--- config.mk ---
export PLATFORM = sky130hd
export DESIGN_NAME = plru_array
export DESIGN_NICKNAME = d
export VERILOG_FILES = /design/src/rtl/plru_pkg.sv /design/src/rtl/plru_tree_victim.sv /design/src/rtl/plru_array.sv
export SDC_FILE = /design/constraint.sdc
export NUM_CORES = 1
export LEC_CHECK = 0
export ABC_AREA = 0
export BUFFER_PORTS_ARGS = -buffer_cell sky130_fd_sc_hd__buf_2
export CORE_ASPECT_RATIO = 1.5
export CORE_MARGIN = 4
export CORE_UTILIZATION = 40
export DETAILED_ROUTE_END_ITERATION = 10
export GPL_TIMING_DRIVEN = 0
export SKIP_LAST_GASP = 1
export SLEW_MARGIN = 10
export SYNTH_ARGS = -nofsm -noshare
export SYNTH_HDL_FRONTEND = slang
export SYNTH_HIERARCHICAL = 1
export SYNTH_SLANG_ARGS = --single-unit
--- constraint.sdc ---
create_clock -name clk -period 2.53 [get_ports clk]
set_input_delay 0.3795 -clock clk [delete_from_list [all_inputs] [get_ports clk]]
set_output_delay 0.3795 -clock clk [all_outputs]
set_load 0.01 [all_outputs]
--- src/rtl/plru_pkg.sv ---
// Shared types and tree-index helpers for the pseudo-LRU replacement array.
// Node n of a binary tree has children 2n+1 (lower ways) and 2n+2 (upper ways).
package plru_pkg;

   typedef enum logic {
      PLRU_IDLE  = 1'b0,
      PLRU_FLUSH = 1'b1
   } plru_state_e;

   function automatic int plru_parent(input int node);
      return (node - 1) / 2;
   endfunction

   function automatic int plru_child(input int node, input logic dir);
      return 2 * node + 1 + int'(dir);
   endfunction

   function automatic int plru_leaf_node(input int way, input int ways);
      return way + ways - 1;
   endfunction

   function automatic int plru_leaf_way(input int node, input int ways);
      return node - (ways - 1);
   endfunction

endpackage

--- src/rtl/plru_tree_victim.sv ---
// Combinational victim selection from one set's tree bits plus the per-way
// valid and lock masks.
module plru_tree_victim
   import plru_pkg::*;
#(
   parameter int SET_ASSOC = 4
) (
   input  logic [SET_ASSOC-2:0]         tree_bits,
   input  logic [SET_ASSOC-1:0]         valid,
   input  logic [SET_ASSOC-1:0]         lock,
   output logic [$clog2(SET_ASSOC)-1:0] vic_way,
   output logic                         vic_none
);

   localparam int WAY_W = $clog2(SET_ASSOC);
   localparam int NODES = SET_ASSOC - 1;
   localparam int ALL_N = 2 * SET_ASSOC - 1;

   logic [ALL_N-1:0] on_path;
   logic [WAY_W-1:0] tree_way;
   logic [WAY_W-1:0] first_free;
   logic [WAY_W-1:0] first_unlocked;
   logic             free_found;
   logic             unlocked_found;

   // Walk is expressed per node with fixed indices, so no variable selects.
   always_comb begin
      on_path    = '0;
      on_path[0] = 1'b1;
      for (int n = 0; n < NODES; n++) begin
         on_path[plru_child(n, 1'b0)] = on_path[n] & ~tree_bits[n];
         on_path[plru_child(n, 1'b1)] = on_path[n] &  tree_bits[n];
      end
      tree_way = '0;
      for (int l = 0; l < SET_ASSOC; l++) begin
         if (on_path[plru_leaf_node(l, SET_ASSOC)]) begin
            tree_way = WAY_W'(l);
         end
      end
   end

   always_comb begin
      free_found     = 1'b0;
      unlocked_found = 1'b0;
      first_free     = '0;
      first_unlocked = '0;
      for (int i = 0; i < SET_ASSOC; i++) begin
         if (!free_found && !valid[i] && !lock[i]) begin
            free_found = 1'b1;
            first_free = WAY_W'(i);
         end
         if (!unlocked_found && !lock[i]) begin
            unlocked_found = 1'b1;
            first_unlocked = WAY_W'(i);
         end
      end
   end

   always_comb begin
      vic_way  = tree_way;
      vic_none = 1'b0;
      if (free_found) begin
         vic_way = first_free;
      end else if (!lock[tree_way]) begin
         vic_way = tree_way;
      end else if (unlocked_found) begin
         vic_way = first_unlocked;
      end else begin
         vic_none = 1'b1;
      end
   end

endmodule

--- src/rtl/plru_array.sv ---
// Tree pseudo-LRU state for NUM_SETS sets with a one-cycle victim lookup
// and a sequential flush walk.
//
//   state      | meaning
//   PLRU_IDLE  | updates and lookups accepted; flush pulse starts the walk
//   PLRU_FLUSH | clearing one set per cycle from index 0; lookups/updates blocked
module plru_array
   import plru_pkg::*;
#(
   parameter int SET_ASSOC = 4,
   parameter int NUM_SETS  = 64
) (
   input  logic                         clk,
   input  logic                         rst_n,
   input  logic                         upd_en,
   input  logic [$clog2(NUM_SETS)-1:0]  upd_idx,
   input  logic [$clog2(SET_ASSOC)-1:0] upd_way,
   input  logic                         lkp_req,
   input  logic [$clog2(NUM_SETS)-1:0]  lkp_idx,
   input  logic [SET_ASSOC-1:0]         lkp_valid,
   input  logic [SET_ASSOC-1:0]         lkp_lock,
   output logic                         lkp_ready,
   output logic                         vic_valid,
   output logic [$clog2(SET_ASSOC)-1:0] vic_way,
   output logic                         vic_none,
   input  logic                         flush,
   output logic                         flush_busy
);

   localparam int IDX_W = $clog2(NUM_SETS);
   localparam int WAY_W = $clog2(SET_ASSOC);
   localparam int NODES = SET_ASSOC - 1;
   localparam int ALL_N = 2 * SET_ASSOC - 1;

   plru_state_e                    state_q, state_d;
   logic [IDX_W-1:0]               flush_cnt_q, flush_cnt_d;
   logic [NUM_SETS-1:0][NODES-1:0] tree_q, tree_d;
   logic                           vic_valid_q, vic_valid_d;
   logic [WAY_W-1:0]               vic_way_q, vic_way_d;
   logic                           vic_none_q, vic_none_d;

   logic             upd_acc;
   logic             lkp_acc;
   logic [NODES-1:0] upd_bits;
   logic [NODES-1:0] lkp_bits;
   logic [WAY_W-1:0] sel_way;
   logic             sel_none;

   // Every node on the path to the accessed leaf points into the other subtree.
   function automatic logic [NODES-1:0] tree_update(input logic [NODES-1:0] bits,
                                                    input logic [WAY_W-1:0] way);
      logic [ALL_N-1:0] hit;
      logic [NODES-1:0] nb;
      hit = '0;
      nb  = bits;
      for (int l = 0; l < SET_ASSOC; l++) begin
         hit[plru_leaf_node(l, SET_ASSOC)] = (way == WAY_W'(l));
      end
      for (int n = NODES - 1; n >= 0; n--) begin
         hit[n] = hit[plru_child(n, 1'b0)] | hit[plru_child(n, 1'b1)];
         if (hit[n]) begin
            nb[n] = hit[plru_child(n, 1'b0)];
         end
      end
      return nb;
   endfunction

   assign lkp_ready  = (state_q == PLRU_IDLE);
   assign flush_busy = (state_q == PLRU_FLUSH);

   assign upd_acc  = upd_en && (state_q == PLRU_IDLE) && !flush;
   assign lkp_acc  = lkp_req && lkp_ready;
   assign upd_bits = tree_update(tree_q[upd_idx], upd_way);
   // Same-set update forwards into the lookup so it sees the post-update tree.
   assign lkp_bits = (upd_acc && (upd_idx == lkp_idx)) ? upd_bits : tree_q[lkp_idx];

   plru_tree_victim #(
      .SET_ASSOC (SET_ASSOC)
   ) u_victim (
      .tree_bits (lkp_bits),
      .valid     (lkp_valid),
      .lock      (lkp_lock),
      .vic_way   (sel_way),
      .vic_none  (sel_none)
   );

   always_comb begin
      state_d     = state_q;
      flush_cnt_d = flush_cnt_q;
      tree_d      = tree_q;
      case (state_q)
         PLRU_IDLE: begin
            if (flush) begin
               state_d     = PLRU_FLUSH;
               flush_cnt_d = '0;
            end else if (upd_acc) begin
               tree_d[upd_idx] = upd_bits;
            end
         end
         PLRU_FLUSH: begin
            tree_d[flush_cnt_q] = '0;
            flush_cnt_d         = flush_cnt_q + 1'b1;
            if (flush_cnt_q == IDX_W'(NUM_SETS - 1)) begin
               state_d = PLRU_IDLE;
            end
         end
         default: begin
            state_d = PLRU_IDLE;
         end
      endcase
   end

   always_comb begin
      vic_valid_d = lkp_acc;
      vic_way_d   = vic_way_q;
      vic_none_d  = vic_none_q;
      if (lkp_acc) begin
         vic_way_d  = sel_way;
         vic_none_d = sel_none;
      end
   end

   always_ff @(posedge clk or negedge rst_n) begin
      if (!rst_n) begin
         state_q     <= PLRU_IDLE;
         flush_cnt_q <= '0;
         tree_q      <= '0;
         vic_valid_q <= 1'b0;
         vic_way_q   <= '0;
         vic_none_q  <= 1'b0;
      end else begin
         state_q     <= state_d;
         flush_cnt_q <= flush_cnt_d;
         tree_q      <= tree_d;
         vic_valid_q <= vic_valid_d;
         vic_way_q   <= vic_way_d;
         vic_none_q  <= vic_none_d;
      end
   end

   assign vic_valid = vic_valid_q;
   assign vic_way   = vic_way_q;
   assign vic_none  = vic_none_q;

endmodule
== After elaboration in Yosys (flattened, before gate mapping) ==
Cells that the tools add are included.

* Register bits after elaboration: 203
* Input bits: 27

* $add $sub $neg: 1
* $lt $le $gt $ge: 6
* Equal/unequal tests: 8
* Mux-type cells: 46
* Bitwise gates (word level): 11
* Reduce and logical (&&, ||, !) cells: 32

{| class="wikitable"
|+ Operator list
! kind !! count
|-
| $mux W192 || 2
|-
| $pmux W192 S2 || 1
|-
| $and A192 B192 Y192 || 1
|-
| $bwmux W192 || 1
|-
| $not A192 Y192 || 1
|-
| $bmux W3 S6 || 2
|-
| $demux W3 S6 || 2
|-
| $lt A6 B7 Y1 const B || 3
|-
| $mux W1 || 20
|-
| $mux W2 || 9
|-
| $logic_and A1 B1 Y1 || 16
|-
| $mux W3 || 5
|-
| $logic_not A1 Y1 || 14
|-
| $ge A6 B1 Y1 const B || 2
|-
| $pmux W6 S2 || 1
|-
| $add A6 B1 Y6 const B || 1
|-
| $eq A6 B6 Y1 || 1
|-
| $eq A6 B6 Y1 const B || 1
|-
| $mux W6 || 1
|-
| $eq A2 B2 Y1 const B || 2
|-
| $ne A2 B1 Y1 const B || 2
|-
| $and A1 B1 Y1 || 3
|-
| $lt A2 B3 Y1 const B || 1
|-
| $not A1 Y1 || 3
|-
| other kinds (7) || 9
|}

== Depth between registers and ports, before layout ==
* Word-level depth: 16
* Depth in mapped cells: 16

== By module ==
Netlist, hierarchy kept.

{| class="wikitable"
|+ By module, submodules not included
! module !! instances !! cells each !! area each (sq um)
|-
| plru_array || 1 || 979 || 11,085.6
|-
| plru_tree_victim || 1 || 25 || 156.4
|}

== Worst setup path after synthesis ==
Ideal clock, no wire load.

* Kind: input-to-reg
* Start: in upd_idx[0]
* End: reg vic_way_q[0], in the netlist vic_way[0]
* Library setup time: 0.125 ns
* Arrival: 2.942 ns
* Slack: -0.537 ns
* Stages: 14
* Buffers on the path: 3
* Path through: buf_6 buf_6 mux4_2 mux2i_1 o32ai_1 nor4_1 a22oi_1 buf_2 mux2_2 mux2i_1 a21oi_2 o21ai_1 mux2i_1 mux2_2

* Elaborated cells on any way between the ends: 21
* Classes of those cells: 1 x eq/ne; 14 x mux; 5 x bitwise; 1 x reduce/logical

{| class="wikitable"
|+ RTL lines
! what !! line !! RTL
|-
| start: declaration || plru_array.sv:16 || <nowiki>input logic [$clog2(NUM_SETS)-1:0] upd_idx,</nowiki>
|-
| $bmux W3 S6 || plru_array.sv:73 || <nowiki>assign upd_bits = tree_update(tree_q[upd_idx], upd_way);</nowiki>
|-
| $mux W3 (implied by the code) || plru_array.sv:73 ||
|-
| $mux W1 || plru_array.sv:61 || <nowiki>if (hit[n]) begin</nowiki>
|-
| $mux W3 (*) || plru_array.sv:75 || <nowiki>assign lkp_bits = (upd_acc && (upd_idx == lkp_idx)) ? upd_bits : tree_q[lkp_idx];</nowiki>
|-
| net lkp_bits[2] || plru_array.sv:45 || <nowiki>logic [NODES-1:0] lkp_bits;</nowiki>
|-
| $not A1 Y1 || plru_tree_victim.sv:31 || <nowiki>on_path[plru_child(n, 1'b0)] = on_path[n] & ~tree_bits[n];</nowiki>
|-
| $and A1 B1 Y1 || plru_tree_victim.sv:31 ||
|-
| $mux W2 || plru_tree_victim.sv:36 || <nowiki>if (on_path[plru_leaf_node(l, SET_ASSOC)]) begin</nowiki>
|-
| $mux W2 (*) || plru_tree_victim.sv:36 ||
|-
| $bmux W1 S2 || plru_tree_victim.sv:64 || <nowiki>end else if (!lock[tree_way]) begin</nowiki>
|-
| $mux W1 (implied by the code) || plru_tree_victim.sv:64 ||
|-
| $mux W2 (*) || plru_tree_victim.sv:64 ||
|-
| $mux W2 (*) || plru_tree_victim.sv:62 || <nowiki>if (free_found) begin</nowiki>
|-
| net sel_way[0] || plru_array.sv:46 || <nowiki>logic [WAY_W-1:0] sel_way;</nowiki>
|-
| end signal: assignment || plru_array.sv:136 || <nowiki>vic_way_q <= vic_way_d;</nowiki>
|-
| end: declaration || plru_array.sv:39 || <nowiki>logic [WAY_W-1:0] vic_way_q, vic_way_d;</nowiki>
|}

The timed path passes the listed nets; every way through them passes the cells marked *. The select of a mux whose other input is x is not followed.
A chain may end at the register's enable or synchronous reset.

== Worst setup path after layout ==
* Start: in upd_idx[2]
* End: reg vic_way_q[0], in the netlist vic_way[0]

The elaborated chain is that of the path after synthesis.

==> impl_metrics.csv <==
group,metric,value,unit
synth,synth_edf_count,0,
global_route,grt_max_degree,105,
clock_network,cts.sinks,203,
sta,setup_tns,-4.66,ns
sta,period_minus_slack,3.08,ns
setup_path,cp-start-kind,"input port",
setup_path,cp.arrival,3.48,ns
synth,synthFlopType,"dfrtp_1",
clock_network,cts_root_buf,"clkbuf_16",
clock_network,path_clk_slew,0.06,ns
clock_network,clk_path_buf_depth,3,
global_route,overflow,0,
power_and_ir_drop,power_density,674,mW/mm²
sta,fin_crit_sh,122,%
clock_network,cts_tree,"yes",
clock_network,htree_levels,1,
synth,ys_ff_latch,203,
die,start_util,40.9,%
setup_path,critPathKind,"in2reg",
synth,yosys_warnings,6,
sta,setup_viol,59,
global_route,antenna_found_initial,0,
die,die_h,213,µm
sta,worst_slack,-0.548,ns
sta,skew,0.0208,ns
die,die_x,145,µm
sta,slew_headroom,16.4,%
global_route,grt_usage,32.5,%
sta,worst_pin_slew,1.25,ns
routing,post_drt_wl_per_cell,34.9,µm
sta,whs,0.183,ns
sta,rsz0062_at_grt,"true",
synth,synth-seq-area-share,45.2,%
clock_network,cts_buffers,21,
routing,firstDrtPassIters,8,
synth,syn_avg_cell_area,11.2,µm²
routing,drc,0,
routing,drtAntennaViolNets,0,
layout,fin_nets,1101,
synth,syn_nets,1032,
layout,drive_above_1_share,22.8,%
setup_path,crit_required,2.93,ns
routing,vias,10100,
placed_design,routabilityCongestion,1.08,
power_and_ir_drop,power_leakage,0.00547,µW
setup_path,worst_setup_path_end_kind,"flip-flop",
status,outcome,"finished with violations",
routing,viasPerCell,7.08,
routing,drt_iter0_drc,1320,
synth,ys_types,61,
placed_design,dp_hpwl,35.7,mm
die,ioPinCount,33,
sta,fmax,325,MHz
power_and_ir_drop,vdd_drop_max,592,µV
routing,routed_wl,49.9,mm
synth,async_reset_ff_share,100,%
global_route,grt_pass1_wl,70.4,mm
setup_path,path_max_fanout,10,
layout,fin_util,47.3,%
synth,synth_area,0.0112,mm²
die,core,0.0275,mm²
sta,maxSlewViolCount,0,
layout,area_growth,15.8,%
status,violations,"negative setup slack",
run,drv_cap,0,
clock_network,clk_latency,0.52,ns
die,rows,74,
global_route,grt_pass1_vias,9982,
worst_hold_path,hold_path.class,"in2reg",
synth,synthCells,1004,
placed_design,portBuffers,26,
sta,finalHoldViolations,0,
die,die-area,0.0309,mm²
layout by cell type (no fill, tap or decap), drive strengths merged, types with 3 or more instances in the layout:
| master | instances |
|---|---|
| clkinv | 6 |
| nor3b | 5 |
| nand2 | 75 |
| a21oi | 67 |
| o211ai | 5 |
| a31oi | 4 |
| xor2 | 5 |
| and3b | 3 |
| a22o | 141 |
| dfrtp | 203 |
| o221ai | 3 |
| o22ai | 3 |
| a22oi | 27 |
| a32o | 26 |
| nor2b | 17 |
| xnor2 | 4 |
| nand4 | 6 |
| a21o | 3 |
| nand3 | 19 |
| and3 | 4 |
| a311oi | 3 |
| clkbuf | 58 |
| nor2 | 85 |
| buf | 87 |
| inv | 10 |
| nand2b | 8 |
| a221oi | 9 |
| mux4 | 55 |
| mux2i | 38 |
| nor3 | 14 |
| o21ai | 37 |
| mux2 | 25 |
| a221o | 3 |
through the flow:
step	total power (µW)	area (µm²)	instances	setup WS (ns)
3_5_place_dp	5620	12000	1379	-1.35
4_1_cts	8650	12800	1426	-0.521
2_1_floorplan	4620	11300	1004	-0.417
5_1_grt	8990	13000	1429	-0.658
6_report	8770	13000	1430	-0.548
3_3_place_gp	5500	11900	1372	-2.39
layer usage:
layer	vias up	part of all wire (%)	GRT usage [%]
met5	-	0	0
met4	0	11	27.4
met3	253	9.1	6.18
met2	703	46	50.0
met1	5092	35	38.8
li1	4081	-	-
cells by family after synthesis:
kind of cell	Yosys count	synth area share, %
AOI/OAI and AO/OA	345	23.3
xor gates and xnor gates	9	0.701
adders and majority gates	1	0.111
buffers and inverters	81	3.72
DFF	203	45.2
muxes	118	16.9
and+or+nand+nor	247	10.1
sequential cells by signal (all words and copies together) (netlist names):
name and flops:
flush_busy 1, flush_cnt_q 6, tree_q 192, vic_none 1, vic_valid 1, vic_way 2
final timing paths:
check                               to  slack (ns)        from  depth (start not counted)
hold reg to reg             tree_q[60]        0.48  tree_q[60]                          2
setup / recovery            vic_way[0]       -0.55  upd_idx[2]                         14
hold / removal               vic_valid        0.18     lkp_req                          2
max in group asynchronous  tree_q[144]        1.00       rst_n                          3
min in group asynchronous  tree_q[111]        0.48       rst_n                          2
setup reg to reg            vic_way[0]       -0.52  tree_q[77]                         12
synth_stat cells, types with 2 or more instances:
| library cell | instances | share of area [%] |
|---|---|---|
| dfrtp_1 | 203 | 45 |
| a22o_1 | 141 | 11 |
| nor2_1 | 85 | 2.8 |
| nand2_1 | 75 | 2.5 |
| a21oi_1 | 66 | 2.9 |
| mux4_2 | 55 | 11 |
| mux2i_1 | 38 | 3.4 |
| o21ai_0 | 35 | 1.6 |
| a22oi_1 | 27 | 1.8 |
| clkbuf_1 | 27 | 0.90 |
| a32o_1 | 26 | 2.3 |
| mux2_2 | 25 | 2.5 |
| nand3_1 | 19 | 0.85 |
| nor2b_1 | 17 | 0.95 |
| buf_2 | 16 | 0.71 |
| nor3_1 | 14 | 0.62 |
| buf_4 | 11 | 0.73 |
| a221oi_1 | 9 | 0.70 |
| buf_1 | 9 | 0.30 |
| inv_1 | 9 | 0.30 |
| nand2b_1 | 8 | 0.45 |
| buf_6 | 7 | 0.70 |
| nand4_1 | 6 | 0.33 |
| nor3b_1 | 5 | 0.33 |
| o211ai_1 | 5 | 0.33 |
| xor2_1 | 5 | 0.39 |
| a31oi_1 | 4 | 0.22 |
| and3_1 | 4 | 0.22 |
| xnor2_1 | 4 | 0.31 |
| a21o_1 | 3 | 0.20 |
| a221o_1 | 3 | 0.27 |
| a311oi_1 | 3 | 0.23 |
| and3b_1 | 3 | 0.23 |
| o221ai_1 | 3 | 0.23 |
| o22ai_1 | 3 | 0.17 |
| and2_1 | 2 | 0.11 |
| clkinv_1 | 2 | 0.067 |
| o2111ai_1 | 2 | 0.16 |
| o2bb2ai_1 | 2 | 0.16 |
| or4_1 | 2 | 0.13 |
layout make-up:
| class | instances | area, µm² |
|---|---|---|
| multi-input combinational | 720 | 5960 |
| tap | 342 | 428 |
| timing repair buffer | 47 | 350 |
| fill | 2491 | 14500 |
| sequential | 203 | 5080 |
| antenna | 1 | 2.50 |
| inverter | 11 | 45.0 |
| clock inverter | 7 | 67.6 |
| buffer | 69 | 515 |
| clock buffer | 30 | 569 |
critical path: stages:
cell and delay [ns]:
buf_2 0.28, buf_2 0.38, mux4_2 0.39, mux2i_4 0.26, o32ai_2 0.13, nor4_2 0.27
a22oi_2 0.11, buf_6 0.18, mux2_4 0.29, mux2i_2 0.16, a21oi_2 0.12, o21ai_1 0.09
mux2i_1 0.15, mux2_2 0.27
report_power, final:
part	total [µW]	switching [µW]	internal, µW
combinational	2260	1610	651
sequential	3500	106	3400
clock	3010	1330	1680
total	8770	3040	5720
what timing repair did:
item | 4_1_cts | 5_1_grt
buffers inserted | 9 | 4
setup endpoints to repair | 175 | 173
hold buffers | 1 | 0
pin swaps | 4 | 7
hold endpoints to repair | 99 | 0
gates resized for setup | 33 | 35
No activity file was read; power rests on OpenSTA's default activity.
